$ cat config.mk
export PLATFORM = sky130hd
export DESIGN_NAME = irq_priority_encoder
export DESIGN_NICKNAME = d
export VERILOG_FILES = /design/src/rtl/irq_enc_pkg.sv /design/src/rtl/irq_priority_encoder_sync_vec.sv /design/src/rtl/irq_priority_encoder.sv
export SDC_FILE = /design/constraint.sdc
export NUM_CORES = 1
export LEC_CHECK = 0
export ABC_AREA = 1
export CAP_MARGIN = 25
export CORE_ASPECT_RATIO = 1.4
export CORE_MARGIN = 3
export CORE_UTILIZATION = 53
export DETAILED_ROUTE_END_ITERATION = 7
export GPL_TIMING_DRIVEN = 0
export PLACE_DENSITY = 0.86
export SETUP_SLACK_MARGIN = 0.1
export SKIP_LAST_GASP = 1
export SYNTH_ARGS = -nofsm -noshare
export SYNTH_HDL_FRONTEND = slang
export SYNTH_SLANG_ARGS = --single-unit
$ cat constraint.sdc
create_clock -name clk -period 1.4 [get_ports clk]
set_input_delay 0.14 -clock clk [delete_from_list [all_inputs] [get_ports clk]]
set_output_delay 0.14 -clock clk [all_outputs]
set_load 0.01 [all_outputs]
$ cat src/rtl/irq_enc_pkg.sv
// rtl/irq_enc_pkg.sv - shared types, constants and the 8:3 priority function for the interrupt encoder
package irq_enc_pkg;

    // Acknowledge handshake states
    typedef enum logic [0:0] {
        IDLE = 1'b0,
        ACK  = 1'b1
    } irq_state_t;

    // Active-low vector value that means "nothing to report"
    localparam logic [2:0] IRQ_VEC_NONE = 3'b111;

    // Index of the highest set bit; bit 7 wins. Returns 0 for an all-zero input,
    // so callers must qualify the result with a separate "any set" test.
    function automatic logic [2:0] prio_enc8(input logic [7:0] p);
        logic [2:0] idx;
        idx = 3'd0;
        for (int i = 0; i < 8; i++) begin
            if (p[i]) begin
                idx = 3'(i);
            end
        end
        return idx;
    endfunction

endpackage

$ cat src/rtl/irq_priority_encoder_sync_vec.sv
// rtl/irq_priority_encoder_sync_vec.sv - clock-enabled multi-flop synchroniser for a vector of active-low inputs
module sync_vec #(
    parameter int WIDTH = 8,
    parameter int DEPTH = 2
) (
    input  logic             clk,
    input  logic             n_reset,
    input  logic             cen,
    input  logic [WIDTH-1:0] d,
    output logic [WIDTH-1:0] q
);

    // One register per stage; stage 0 takes the asynchronous input.
    logic [WIDTH-1:0] stage [DEPTH];

    // Shift the inputs through the chain; resets to the inactive (all-ones) level.
    always_ff @(posedge clk or negedge n_reset) begin
        if (!n_reset) begin
            for (int s = 0; s < DEPTH; s++) begin
                stage[s] <= '1;
            end
        end else if (cen) begin
            stage[0] <= d;
            for (int s = 1; s < DEPTH; s++) begin
                stage[s] <= stage[s-1];
            end
        end
    end

    assign q = stage[DEPTH-1];

endmodule

$ cat src/rtl/irq_priority_encoder.sv
// rtl/irq_priority_encoder.sv - registered 74LS148-style interrupt encoder with pending latches and CPU acknowledge
module irq_priority_encoder
    import irq_enc_pkg::*;
#(
    parameter int SYNC_STAGES = 2,
    parameter bit EDGE_MODE   = 1'b1
) (
    input  logic       clk,
    input  logic       n_reset,
    input  logic       cen,
    input  logic [7:0] n_req,
    input  logic       n_ei,
    input  logic       n_iack,
    output logic [2:0] a,
    output logic       n_gs,
    output logic       n_irq,
    output logic [7:0] pending
);

    logic [7:0] rs;
    logic [7:0] rs_prev;
    logic [7:0] fall;
    logic [7:0] ack_clr;
    logic [7:0] pending_next;
    logic [2:0] ack_idx;
    logic [2:0] enc_idx;
    logic       enc_gs;
    logic       take_ack;
    logic [2:0] held;
    irq_state_t state;

    sync_vec #(
        .WIDTH (8),
        .DEPTH (SYNC_STAGES)
    ) u_sync (
        .clk     (clk),
        .n_reset (n_reset),
        .cen     (cen),
        .d       (n_req),
        .q       (rs)
    );

    // Previous synchronised request level, for falling-edge detection.
    always_ff @(posedge clk or negedge n_reset) begin
        if (!n_reset) begin
            rs_prev <= '1;
        end else if (cen) begin
            rs_prev <= rs;
        end
    end

    assign fall = rs_prev & ~rs;

    // The CPU acknowledges whatever vector it currently sees on a, so the
    // index to clear comes from the registered output, not the live encoder.
    assign ack_idx  = ~a;
    assign take_ack = (state == IDLE) && !n_iack && !n_gs;

    // Decode the acknowledged index into a one-hot clear mask.
    always_comb begin
        ack_clr = '0;
        if (take_ack) begin
            ack_clr[ack_idx] = 1'b1;
        end
    end

    // Edge mode: a new falling edge overrides a same-cycle acknowledge clear.
    // Level mode: pending simply reflects the synchronised request.
    assign pending_next = EDGE_MODE ? ((pending & ~ack_clr) | fall) : ~rs;

    // Pending latches.
    always_ff @(posedge clk or negedge n_reset) begin
        if (!n_reset) begin
            pending <= '0;
        end else if (cen) begin
            pending <= pending_next;
        end
    end

    assign enc_idx = prio_enc8(pending);
    assign enc_gs  = (pending != 8'h00) && !n_ei;

    // Acknowledge FSM with registered vector, group-select and interrupt outputs.
    always_ff @(posedge clk or negedge n_reset) begin
        if (!n_reset) begin
            state <= IDLE;
            held  <= 3'd0;
            a     <= IRQ_VEC_NONE;
            n_gs  <= 1'b1;
            n_irq <= 1'b1;
        end else if (cen) begin
            case (state)
                IDLE: begin
                    if (take_ack) begin
                        state <= ACK;
                        held  <= ack_idx;
                        n_irq <= 1'b1;
                    end else begin
                        a     <= enc_gs ? ~enc_idx : IRQ_VEC_NONE;
                        n_gs  <= ~enc_gs;
                        n_irq <= ~enc_gs;
                    end
                end
                ACK: begin
                    if (n_iack) begin
                        // Present nothing for one cycle so the CPU sees a clean
                        // re-assertion of whatever is still pending.
                        state <= IDLE;
                        a     <= IRQ_VEC_NONE;
                        n_gs  <= 1'b1;
                        n_irq <= 1'b1;
                    end else begin
                        a     <= ~held;
                        n_gs  <= 1'b0;
                        n_irq <= 1'b1;
                    end
                end
                default: begin
                    state <= IDLE;
                    a     <= IRQ_VEC_NONE;
                    n_gs  <= 1'b1;
                    n_irq <= 1'b1;
                end
            endcase
        end
    end

endmodule

==> results.md <==
- Status: finished, final reports clean
- Worst-path clk slew: 0.07 ns
- Avg WL per Cell: 12.0 um
- Dpl cells: 270
- Largest net degree at the start of global routing: 42
- Min cycle time layout: around 1.3 ns
- Overflow after GRT: 0
- H-tree depth: 2
- Peak supply drop: 1090 uV
- Final wirelength: around 3400 um
- Clk sinks: 41
- Synth area leaders: dfstp_2 (42%), dfrtp_1 (17%), nand2_1 (17%)
- Routed vias: 1386
- Reg2Reg Depth: 8
- Worst hold path type: input pin to flop
- RSZ-0062 raised after global routing: yes
- Avg Cell Area, Syn: about 8.7 sq um
- Synth unique cells: 20
- Slew Limit Fails: 0
- DP Wirelength: 2430 um
- Critical Path RT: 1.26 ns
- Post-synthesis sequential area ratio: 0.592
- Core Rows: 24
- Power density cells: 1470 nW/um^2
- Critical path type: flop to primary output
- Most frequent cells in the layout: nand2_1 (80), dfstp_2 (29), nor2_1 (23), o21ai_1 (14), inv_1 (13)
- Cell Area, Synth: 1800 sq um
- CP Depth: 1
- Iteration-0 DRC Markers: 42
- Starting Density: 0.564
- Delay of the slowest cell on the worst path: around 0.58 ns
- Finished Layout Cells: 280
- Initial antenna violation count: 0
- # IOs: 26
- Die W: 55.2 um
- Drt drc: 0
- DRT antenna net count: 0
- Final Total Pwr: 3240 uW
- Hold Path Stages: 2
- Max transition margin: 0.422
- RD Place Congestion: roughly 0.77
- Share of cells above drive strength 1: 0.257
- Full die area: 4130 sq um
- Fmax: roughly 0.80 GHz
- CTS tree: done
- Vias in the first global route: 1280
- Final setup skew: 0.00418 ns
- WP data arrival: 1.11 ns
- Final hold vios: 0
- Syn Inst Count: 207
- Die Height: about 75 um
- Final period utilization: 0.895
- Clk Latency, worst-skew pair: just under 0.3 ns
- Mapped Nets: 220
- Core ar.: 3180 sq um
- Cts bufs inserted: 5
- Cells along the critical path: clkdlybuf4s15_1
- Worst Path Max Fanout: 5
- Synthesis-stage register bit count: around 40
- Leak: 0.00102 uW
- Cell taking the most area after synthesis: dfstp_2
- Synth-to-Final Area Change: 22.5%
- Via-to-Cell Ratio: 4.95
- CP max stage cell: dfstp_2
- Clk buf depth: 2
- N_diodes: 0
- Detailed Routing Iterations Pass 1: 4
- # setup viols final: 0
- Least-Margin Pin Slew: 0.867 ns
- Startpoint class of the critical path: flop
- Buf+Inv Stages, Crit Path: 1
- Commonest non-fill, non-tap cell in the layout: nand2_1
- Kind of cell adding the most delay to the critical path: flip-flops
- Yosys warnings: 0
- Worst setup EP type: primary output
- Post-synth top area share: 0.424
- Maximum capacitance violations: 0
- # nets final: 253
- First-pass GRT wire length: 5710 um
- Clock root cell: clkbuf_8
- GRT Resource Usage Total: 0.196
- I/O Buffers: 24
[cell usage after synthesis]
library cell  instances
clkinv_1              1
buf_2                 3
inv_4                 1
o22ai_1               1
nor2_1               25
o21ai_0               6
nor2_2                4
nor2_8                1
dfstp_2              29
buf_6                 2
inv_1                13
nand2_4               1
nand3_1               5
inv_2                 4
nand3_4               1
o21ai_1              14
a21oi_1               2
nand2_1              80
nand2_2               2
dfrtp_1              12
[cell type report]
cell class | count | area, sq um
plain buffers | 5 | 37.5
clock buffers | 7 | 96.3
fillers | 259 | 983
clock inverters | 1 | 5.00
flip-flops and latches | 41 | 1060
repair buffers | 26 | 239
well taps | 39 | 48.8
multi-input cells | 142 | 637
inverters | 19 | 73.8
[registers in the layout, indices dropped and copies added, names as in the netlist]
register      flops
u_sync.q          8
pending           8
state             1
n_irq             1
rs_prev           8
held              3
u_sync.stage      8
n_gs              1
a                 3
[timing repair]
action | CTS | global route
hold buffers | 1 | 0
resized for setup | 13 | 7
pin swaps | 0 | 2
endpoints found under the hold margin | 12 | 0
setup buffers | 1 | 0
setup endpoints to repair | 13 | 7
[power by group]
group | total (uW) | internal, uW | leakage, uW | switching, uW
registers | 1660 | 1500 | 0.000429 | 165
logic | 756 | 310 | 0.000534 | 446
clock network | 820 | 445 | 0.0000542 | 375
total | 3240 | 2250 | 0.00102 | 986
[routing by layer]
layer / GRT usage / part of all wire / up-vias
met2: 0.313 / 0.52 / 39
met1: 0.239 / 0.40 / 639
met4: 0.0919 / 0.029 / 0
li1: - / - / 700
met3: 0.0614 / 0.051 / 8
met5: 0 / 0 / -
[cell families (layout without fill, tap and decap cells)]
logic type             count (synthesis)  in the layout  share of synthesized area
AND/OR/NAND/NOR                      119            119                      0.282
flip-flops                            41             41                      0.592
buffers and inverters                 24             58                     0.0620
AO/OA/AOI/OAI                         23             23                     0.0648
[worst paths after layout]
check,startpoint,endpoint,slack (ns)
max,a[2],a[2],0.15
min,cen,u_sync.stage[12],0.08
max reg2reg,pending[5],a[1],0.15
min reg2reg,u_sync.stage[8],u_sync.stage[8],0.46
max in group asynchronous,n_reset,pending[6],0.36
min in group asynchronous,n_reset,state,0.50
[stage by stage]
stage	hold WS [ns]	TNS (ns)	setup slack, ns	utilization	cell area, sq um
after floorplan	-0.156	0	0.262	-	1800
after global placement	0.390	-19.56	-0.742	0.655	2080
after detailed placement	0.307	-0.0109	-0.0109	0.653	2080
after CTS	0.0818	0	0.0823	0.686	2180
after global routing	0.0729	0	0.0853	0.691	2200
final	0.0828	0	0.146	0.691	2200
No activity file was read; power rests on OpenSTA's default activity.
